`src/rtl/axis_skid_pkg.sv`:
```
// axis_skid_pkg
//   Shared width helpers for the AXI-Stream elastic buffer.
//   level_width(depth) : bits needed to hold a fill level of 0..depth
//   ptr_width(depth)   : bits of a read/write pointer into depth entries
package axis_skid_pkg;

    function automatic int level_width(input int depth);
        return $clog2(depth + 1);
    endfunction

    function automatic int ptr_width(input int depth);
        return (depth > 1) ? $clog2(depth) : 1;
    endfunction

endpackage

```
`src/rtl/axis_skid_fifo_ctrl.sv`:
```
// axis_skid_fifo_ctrl
//   Pointer, count and status bookkeeping for axis_skid_fifo. All status
//   outputs are registered from the next-state count, so they change on the
//   same edge as the push/pop that moves the count.
// Ports
//   clk, reset_done      : clock, async active-high reset
//   i_valid, i_ready     : upstream valid / downstream ready
//   i_flush              : synchronous discard, wins over push and pop
//   o_wr_en              : write strobe for the storage array this cycle
//   o_wr_ptr, o_rd_ptr   : storage array pointers
//   o_valid, o_ready     : registered handshake outputs
//   o_level              : entries stored
//   o_almost_full        : o_level >= AFULL_THRESH
module axis_skid_fifo_ctrl
    import axis_skid_pkg::*;
#(
    parameter  int DEPTH        = 4,
    parameter  int AFULL_THRESH = DEPTH - 1,
    localparam int PW           = ptr_width(DEPTH),
    localparam int LW           = level_width(DEPTH)
) (
    input  logic          clk,
    input  logic          reset_done,
    input  logic          i_valid,
    input  logic          i_ready,
    input  logic          i_flush,
    output logic          o_wr_en,
    output logic [PW-1:0] o_wr_ptr,
    output logic [PW-1:0] o_rd_ptr,
    output logic          o_valid,
    output logic          o_ready,
    output logic [LW-1:0] o_level,
    output logic          o_almost_full
);

    logic [PW-1:0] wr_ptr_q, wr_ptr_d;
    logic [PW-1:0] rd_ptr_q, rd_ptr_d;
    logic [LW-1:0] count_q,  count_d;
    logic          valid_q,  valid_d;
    logic          ready_q,  ready_d;
    logic          afull_q,  afull_d;
    logic          push, pop;

    assign push = i_valid & ready_q;
    assign pop  = valid_q & i_ready;

    always_comb begin
        wr_ptr_d = wr_ptr_q;
        rd_ptr_d = rd_ptr_q;
        count_d  = count_q;
        if (i_flush) begin
            wr_ptr_d = '0;
            rd_ptr_d = '0;
            count_d  = '0;
        end else begin
            if (push) wr_ptr_d = wr_ptr_q + PW'(1);
            if (pop)  rd_ptr_d = rd_ptr_q + PW'(1);
            case ({push, pop})
                2'b10:   count_d = count_q + LW'(1);
                2'b01:   count_d = count_q - LW'(1);
                default: count_d = count_q;
            endcase
        end
        valid_d = (count_d != '0);
        ready_d = (count_d != LW'(DEPTH));
        afull_d = (count_d >= LW'(AFULL_THRESH));
    end

    // o_ready resets low and rises on the first edge after release.
    always_ff @(posedge clk or posedge reset_done) begin
        if (reset_done) begin
            wr_ptr_q <= '0;
            rd_ptr_q <= '0;
            count_q  <= '0;
            valid_q  <= 1'b0;
            ready_q  <= 1'b0;
            afull_q  <= 1'b0;
        end else begin
            wr_ptr_q <= wr_ptr_d;
            rd_ptr_q <= rd_ptr_d;
            count_q  <= count_d;
            valid_q  <= valid_d;
            ready_q  <= ready_d;
            afull_q  <= afull_d;
        end
    end

    // A flushed push still handshakes upstream but never lands in storage.
    assign o_wr_en       = push & ~i_flush;
    assign o_wr_ptr      = wr_ptr_q;
    assign o_rd_ptr      = rd_ptr_q;
    assign o_valid       = valid_q;
    assign o_ready       = ready_q;
    assign o_level       = count_q;
    assign o_almost_full = afull_q;

endmodule

```
`src/rtl/axis_skid_fifo.sv`:
```
// axis_skid_fifo
//   Parametrised AXI-Stream elastic buffer carrying {last, data}. Breaks the
//   ready path between producer and consumer; every output comes from flops.
// Ports
//   clk, reset_done                 : clock, async active-high reset
//   i_valid, i_data, i_last, o_ready: upstream AXI-S slave side
//   o_valid, o_data, o_last, i_ready: downstream AXI-S master side
//   i_flush                         : synchronous discard of stored entries
//   o_level, o_almost_full          : fill level and threshold flag
module axis_skid_fifo
    import axis_skid_pkg::*;
#(
    parameter  int DWIDTH       = 8,
    parameter  int DEPTH        = 4,
    parameter  int AFULL_THRESH = DEPTH - 1,
    localparam int PW           = ptr_width(DEPTH),
    localparam int LW           = level_width(DEPTH)
) (
    input  logic              clk,
    input  logic              reset_done,
    input  logic              i_valid,
    input  logic [DWIDTH-1:0] i_data,
    input  logic              i_last,
    output logic              o_ready,
    output logic              o_valid,
    output logic [DWIDTH-1:0] o_data,
    output logic              o_last,
    input  logic              i_ready,
    input  logic              i_flush,
    output logic [LW-1:0]     o_level,
    output logic              o_almost_full
);

    if ((DEPTH < 2) || ((DEPTH & (DEPTH - 1)) != 0)) begin : g_bad_depth
        $error("axis_skid_fifo: DEPTH must be a power of two and >= 2");
    end
    if ((AFULL_THRESH < 1) || (AFULL_THRESH > DEPTH)) begin : g_bad_thresh
        $error("axis_skid_fifo: AFULL_THRESH must be within 1..DEPTH");
    end

    typedef struct packed {
        logic              last;
        logic [DWIDTH-1:0] data;
    } axis_beat_t;

    axis_beat_t    mem_q [DEPTH];
    axis_beat_t    mem_d [DEPTH];
    logic          wr_en;
    logic [PW-1:0] wr_ptr;
    logic [PW-1:0] rd_ptr;

    axis_skid_fifo_ctrl #(
        .DEPTH        (DEPTH),
        .AFULL_THRESH (AFULL_THRESH)
    ) u_ctrl (
        .clk           (clk),
        .reset_done    (reset_done),
        .i_valid       (i_valid),
        .i_ready       (i_ready),
        .i_flush       (i_flush),
        .o_wr_en       (wr_en),
        .o_wr_ptr      (wr_ptr),
        .o_rd_ptr      (rd_ptr),
        .o_valid       (o_valid),
        .o_ready       (o_ready),
        .o_level       (o_level),
        .o_almost_full (o_almost_full)
    );

    always_comb begin
        mem_d = mem_q;
        if (wr_en) begin
            mem_d[wr_ptr] = '{last: i_last, data: i_data};
        end
    end

    // Storage is deliberately unreset; validity is tracked by the count.
    always_ff @(posedge clk) begin
        mem_q <= mem_d;
    end

    assign o_data = mem_q[rd_ptr].data;
    assign o_last = mem_q[rd_ptr].last;

endmodule

```
`config.mk`:
```
export PLATFORM = sky130hd
export DESIGN_NAME = axis_skid_fifo
export DESIGN_NICKNAME = d
export VERILOG_FILES = /design/src/rtl/axis_skid_pkg.sv /design/src/rtl/axis_skid_fifo_ctrl.sv /design/src/rtl/axis_skid_fifo.sv
export SDC_FILE = /design/constraint.sdc
export NUM_CORES = 1
export LEC_CHECK = 0
export ABC_AREA = 1
export CELL_PAD_IN_SITES_DETAIL_PLACEMENT = 1
export CELL_PAD_IN_SITES_GLOBAL_PLACEMENT = 1
export CORE_ASPECT_RATIO = 1.25
export CORE_MARGIN = 3
export CORE_UTILIZATION = 42
export DETAILED_ROUTE_END_ITERATION = 7
export PLACE_DENSITY = 0.74
export SLEW_MARGIN = 20
export SYNTH_ARGS = -nofsm -noshare
export SYNTH_HDL_FRONTEND = slang
export SYNTH_SLANG_ARGS = --single-unit
```
`constraint.sdc`:
```
create_clock -name clk -period 2.18 [get_ports clk]
set_clock_uncertainty 0.05 [all_clocks]
set_input_delay 0.327 -clock clk [delete_from_list [all_inputs] [get_ports clk]]
set_output_delay 0.327 -clock clk [all_outputs]
set_load 0.05 [all_outputs]
```
=== Word level (Yosys, flattened, before mapping) ===
Index checks and enable logic that the tools add are counted.

* Register bits: 46
* Latch bits: 0
* RAM bits: 0
* Bits in read-only memories: 0
* Output and inout bits: 15
* Logic and storage cells: 47
* Memories: 0

* Add/sub/neg operators: 4
* $mul: 0
* Divide/modulo/power cells: 0
* Order comparisons: 4
* Eq/ne operators: 3
* Shifts and indexed selects: 0
* Mux-type cells: 12
* Bitwise operators: 6
* Reductions and logical operators: 4

{| class="wikitable"
|+ Operators by type and width
! kind !! number
|-
| 36-bit bitwise mux || 1
|-
| 9-bit 2-to-1 mux || 3
|-
| 9-bit binary-select mux with 2-bit select || 1
|-
| 9-bit demux with 2-bit select || 1
|-
| 2-bit 2-to-1 mux || 4
|-
| 3-bit greater-or-equal comparator (second input constant) || 2
|-
| 2-bit NOT with 3-bit output || 2
|-
| 3-bit case mux with 2 select lines || 1
|-
| 2-bit by 1-bit adder with 2-bit output (second input constant) || 2
|-
| 2-bit nonzero test || 2
|-
| 3-bit by 1-bit adder with 3-bit output (second input constant) || 1
|-
| 1-bit bitwise AND || 3
|-
| 3-bit by 2-bit greater-or-equal comparator with 1-bit output (second input constant) || 1
|-
| 3-bit by 1-bit < comparator with 1-bit output (second input constant) || 1
|-
| 3-bit 2-to-1 mux || 1
|-
| 3-bit inequality test (second input constant) || 1
|-
| 3-bit nonzero test || 1
|-
| 3-bit by 1-bit subtractor with 3-bit output (second input constant) || 1
|-
| 2-bit by 1-bit equality test with 1-bit output (second input constant) || 1
|-
| 2-bit equality test (second input constant) || 1
|-
| 1-bit logical AND || 1
|-
| 1-bit NOT || 1
|}

=== Longest topological paths before layout ===
* Word-level depth: 6
* Depth in mapped cells: 10

=== Modules after synthesis ===
From an unflattened synthesis, not the netlist that was laid out.

* Cells, all modules: 210
* Area, all modules: 2094.5 µm²

{| class="wikitable"
|+ Modules (own cells, without submodules)
! module !! instances !! cells each !! area each (µm²) !! seq. area each (µm²)
|-
| axis_skid_fifo || 1 || 148 || 1604.0 || 1081.0
|-
| axis_skid_fifo_ctrl || 1 || 62 || 490.5 || 250.2
|}

=== Worst setup path before layout ===
No wires, ideal clock.

* Path kind: reg2reg
* From: register u_ctrl.ready_q (netlist: u_ctrl.o_ready)
* To: register u_ctrl.ready_q (netlist: u_ctrl.o_ready)
* Setup time: 0.121 ns
* Arrival: 1.904 ns
* Path slack: 0.104 ns
* Stages on the path, launching flop included: 10
* Path buffers: 0
* Cell sequence: dfrtp_1 -> nand2_1 -> ha_1 -> fa_1 -> nand2_1 -> nand2_1 -> nor2_1 -> nor2_1 -> nor2_1 -> nand2_1

* Word-level cells in the longest chain between the ends: 5
* Elaborated cells on any way between the ends: 6

{| class="wikitable"
|+ Ends and longest elaborated chain
! item !! line !! RTL
|-
| start, declared || axis_skid_fifo_ctrl.sv:40 || <nowiki>logic ready_q, ready_d;</nowiki>
|-
| start signal, assigned || axis_skid_fifo_ctrl.sv:83 || <nowiki>ready_q <= ready_d;</nowiki>
|-
| 1-bit bitwise AND * || axis_skid_fifo_ctrl.sv:44 || <nowiki>assign push = i_valid & ready_q;</nowiki>
|-
| 2-bit by 1-bit equality test with 1-bit output / 2-bit equality test (equally long branches) || axis_skid_fifo_ctrl.sv:58 || <nowiki>case ({push, pop})</nowiki>
|-
| 3-bit case mux with 2 select lines * || axis_skid_fifo_ctrl.sv:58 ||
|-
| 3-bit 2-to-1 mux * || axis_skid_fifo_ctrl.sv:51 || <nowiki>if (i_flush) begin</nowiki>
|-
| via u_ctrl.count_d[2] || axis_skid_fifo_ctrl.sv:38 || <nowiki>logic [LW-1:0] count_q, count_d;</nowiki>
|-
| 3-bit inequality test * || axis_skid_fifo_ctrl.sv:65 || <nowiki>ready_d = (count_d != LW'(DEPTH));</nowiki>
|-
| via u_ctrl.ready_d || axis_skid_fifo_ctrl.sv:40 ||
|}

Mark *: on every way through the listed nets, which the timed path passes. The rest lies on a longest branch.
A chain may end at the register's enable or synchronous reset.

=== Worst setup path in the final report ===
* From: register u_ctrl.rd_ptr_q[1] (netlist: u_ctrl.o_rd_ptr[1])
* To: output o_data[6]

* Word-level cells in the longest chain between the ends: 4

{| class="wikitable"
|+ Ends and longest elaborated chain
! item !! line !! RTL
|-
| start, declared || axis_skid_fifo_ctrl.sv:37 || <nowiki>logic [PW-1:0] rd_ptr_q, rd_ptr_d;</nowiki>
|-
| start signal, assigned || axis_skid_fifo_ctrl.sv:80 || <nowiki>rd_ptr_q <= rd_ptr_d;</nowiki>
|-
| 2-bit NOT with 3-bit output (not written as such) || axis_skid_fifo.sv:82 || <nowiki>assign o_data = mem_q[rd_ptr].data;</nowiki>
|-
| 9-bit binary-select mux with 2-bit select || axis_skid_fifo.sv:82 ||
|-
| 9-bit 2-to-1 mux (2 in a row) || -- ||
|-
| end, declared || axis_skid_fifo.sv:26 || <nowiki>output logic [DWIDTH-1:0] o_data,</nowiki>
|}

Every way passes these cells. The select of a mux whose other input is x is not followed.

==> flow_summary_export.csv <==
group,metric,value,unit
sta,fin_crit,2.016,ns
pwr,power_density,1108,nW/um^2
outcome,status,"finished, final reports clean",
yosys,postSynthAreaPerCell,12.26,sq um
yosys,yosys-top-cells-count,"edfxtp_1, nor2_1, o21ai_0, inv_1, nand2_1",
die,die_x,66.56,um
yosys,synthArstFlopShare,0.2174,
sta,tns,0,ns
routing,drt-wirelength-per-cell,16.19,um
place,numPortBuffers,28,
die,fp.dieH,81.71,um
global_route,grt_usage,0.1732,
yosys,synthTopCellsByArea,"edfxtp_1, dfrtp_1, nor2_1",
die,io_pins,29,
yosys,synth_nets,177,
clock_tree,clk_latency,0.30,ns
yosys,syn-cell-area,1926,sq um
worst_setup_path,r2r-start,"u_ctrl.o_valid$_DFF_PP0_",
clock_tree,cts_tree,"yes",
global_route,grt_max_degree,20,
sta,max_slew_margin,0.6577,
global_route,gr-total-overflow,0,
job,cap_violations,0,
final_layout,layout.nets,217,
clock_tree,cts_root_buf,"clkbuf_8",
sta,min_period_over_period,0.9246,
place,dp_hpwl,2992,um
final_layout,drive_gt1_frac,0.1717,
sta,finalHoldWorstSlack,0.2689,ns
worst_setup_path,crit_required,1.80,ns
sta,max_freq,496.1,MHz
global_route,grt_pass1_vias,1448,
yosys,synth_ff_type,"edfxtp_1",
worst_setup_path,critPathCaptureType,"output pin",
die,rows,26,
worst_setup_path,cp-startpoint,"u_ctrl.o_rd_ptr[1]$_DFFE_PP0P_",
sta,setup_viol,0,
worst_setup_path,critPathLaunchType,"register",
yosys,ys_warn_count,0,
die,start_util,0.4518,
die,die_area,5438,sq um
sta,rsz0062_at_grt,"false",
routing,drc_errors,0,
pwr,p_leak,0.9931,nW
sta,tightest_slew,0.5119,ns
yosys,seq_area_frac_synth,0.6914,
place,dpl_cell_area,2385,sq um
routing,drt-initial-drc-count,40,
place,globalplace.congestion,0.7431,
routing,ant_nets,0,
worst_setup_path,crit_chain,"inv_2, o21ai_0, o22ai_1, buf_12",
final_layout,diodes,0,
hold_path,hold_class,"primary input to asynchronous set/reset pin",
clock_tree,clockBufferDepth,2,
yosys,yosysUniqueCellTypes,19,
final_layout,area_growth,30.02,%
routing,wirelength,4113,um
pwr,power,0.002775,W
final_layout,fin_area,2504,sq um
clock_tree,cts.clk_slew.worst_paths,0.09,ns
sta,slew_viol_final,0,
worst_setup_path,cp_num_buf_inv,2,
global_route,grt_pass1_wl,6837,um
yosys,yosysTopAreaCell,"edfxtp_1",
yosys,synth_top_area_share,0.5614,
global_route,antenna_found_initial,0,
worst_setup_path,worstSetupPathType,"register to output pin",
pwr,worst_ir_drop_vdd,0.0006614,V
clock_tree,numCtsBuffers,5,
sta,hold_viol,0,
yosys,syn_inst,157,
die,design.core.area,4262,sq um
yosys,synth-seq-cells,46,
worst_setup_path,critical_path.max_fanout,11,
clock_tree,clock_sinks,46,
routing,viasPerCell,5.161,
routing,num_vias,1311,
worst_setup_path,slowest_delay,0.53,ns
clock_tree,htreeDepth,2,
clock_tree,hold_buffers,0,
worst_setup_path,crit_path_top_delay_cell,"dfrtp_1",
routing,dr.pass1.iters,4,
yosys,synth.most_common_cell,"edfxtp_1",
worst_setup_path,cp.arrival,1.64,ns
worst_setup_path,crit_family,"flip-flops",
yosys,synth-edff-count,36,
-- cells by family (layout without fill, tap and decap cells) --
kind of cell               Yosys count  after routing  share of synthesized area
buffers and inverters               22             63                    0.06042
DFF                                 46             46                     0.6914
adders and majority gates            6              6                    0.04289
AOI/OAI and AO/OA                   35             35                     0.1053
and+or+nand+nor                     48             48                     0.1001
-- final cells by class --
cell class / instances / area, sq um
clock buffer: 5 / 68.82
clock inverter: 3 / 43.79
fill: 452 / 1758
inverter: 18 / 67.56
multi-input combinational: 89 / 484.2
sequential: 46 / 1331
tap: 56 / 70.07
timing repair buffer: 37 / 437.9
-- per-stage QoR --
stage / std cells / setup WS [ns] / utilization
2_1_floorplan: 157 / 0.1041 / -
3_3_place_gp: 246 / 0.02388 / 0.5596
3_5_place_dp: 246 / -0.05526 / 0.5596
4_1_cts: 254 / 0.09430 / 0.5860
5_1_grt: 254 / 0.02623 / 0.5875
6_report: 254 / 0.1643 / 0.5875
-- layout by cell type, fill, tap and decap left out --
master,Yosys,final
a21oi_1,3,3
buf_4,0,9
nand2_1,14,14
edfxtp_1,36,36
buf_12,0,9
o21ai_2,2,2
clkdlybuf4s50_1,0,19
inv_6,0,1
nor2_1,29,29
dfrtp_1,10,10
o21bai_1,1,1
nand4_1,1,1
o22ai_1,8,7
o21ai_0,20,20
nand3_2,1,1
inv_2,3,3
nand3_1,3,3
inv_1,15,15
clkbuf_8,0,5
bufinv_16,0,1
fa_1,1,1
ha_1,5,5
o22ai_2,1,2
clkinv_2,0,1
-- worst register-to-register path, delay by kind of cell, from the launching register on --
| family | cells | cell delay, ns |
|---|---|---|
| AND/OR/NAND/NOR | 7 | 0.60 |
| buffers and inverters | 1 | 0.07 |
| adder cells (fa/ha/maj) | 2 | 0.62 |
| flip-flops | 1 | 0.39 |
-- layer usage --
metal	global-route usage	vias up	part of all wire
met5	0	-	0
met4	0.06707	0	0.022
met3	0.05472	10	0.052
met2	0.3026	29	0.53
met1	0.1957	654	0.40
li1	-	618	-
-- sequential cells by signal, indices dropped and copies added, names as in the netlist --
name	cells
mem_q	36
u_ctrl.o_almost_full	1
u_ctrl.o_level	3
u_ctrl.o_rd_ptr	2
u_ctrl.o_ready	1
u_ctrl.o_valid	1
u_ctrl.o_wr_ptr	2
-- what timing repair did --
action                                  CTS  global route
endpoints found under the hold margin     0             0
gates resized for setup                   0             1
endpoints found under the setup margin    0             1
setup buffers                             0             0
-- power breakdown --
group          internal [W]  switching [W]  leakage (nW)
clock network      0.000344       0.000287        0.0585
registers           0.00103      0.0000587         0.454
logic              0.000409       0.000649         0.480
-- path summary, 6_finish.rpt --
path	slack, ns	depth (start not counted)	to
max in group asynchronous	1.50	2	u_ctrl.o_almost_full$_DFF_PP0_
worst max register to register	0.36	10	u_ctrl.o_ready$_DFF_PP0_
worst max-delay path	0.16	4	o_data[6]
min in group clk	0.53	1	u_ctrl.o_wr_ptr[0]$_DFFE_PP0P_
worst min-delay path	0.27	2	u_ctrl.o_rd_ptr[0]$_DFFE_PP0P_
worst min register to register	0.53	1	u_ctrl.o_wr_ptr[0]$_DFFE_PP0P_
Power figures use the tool's default switching activity.
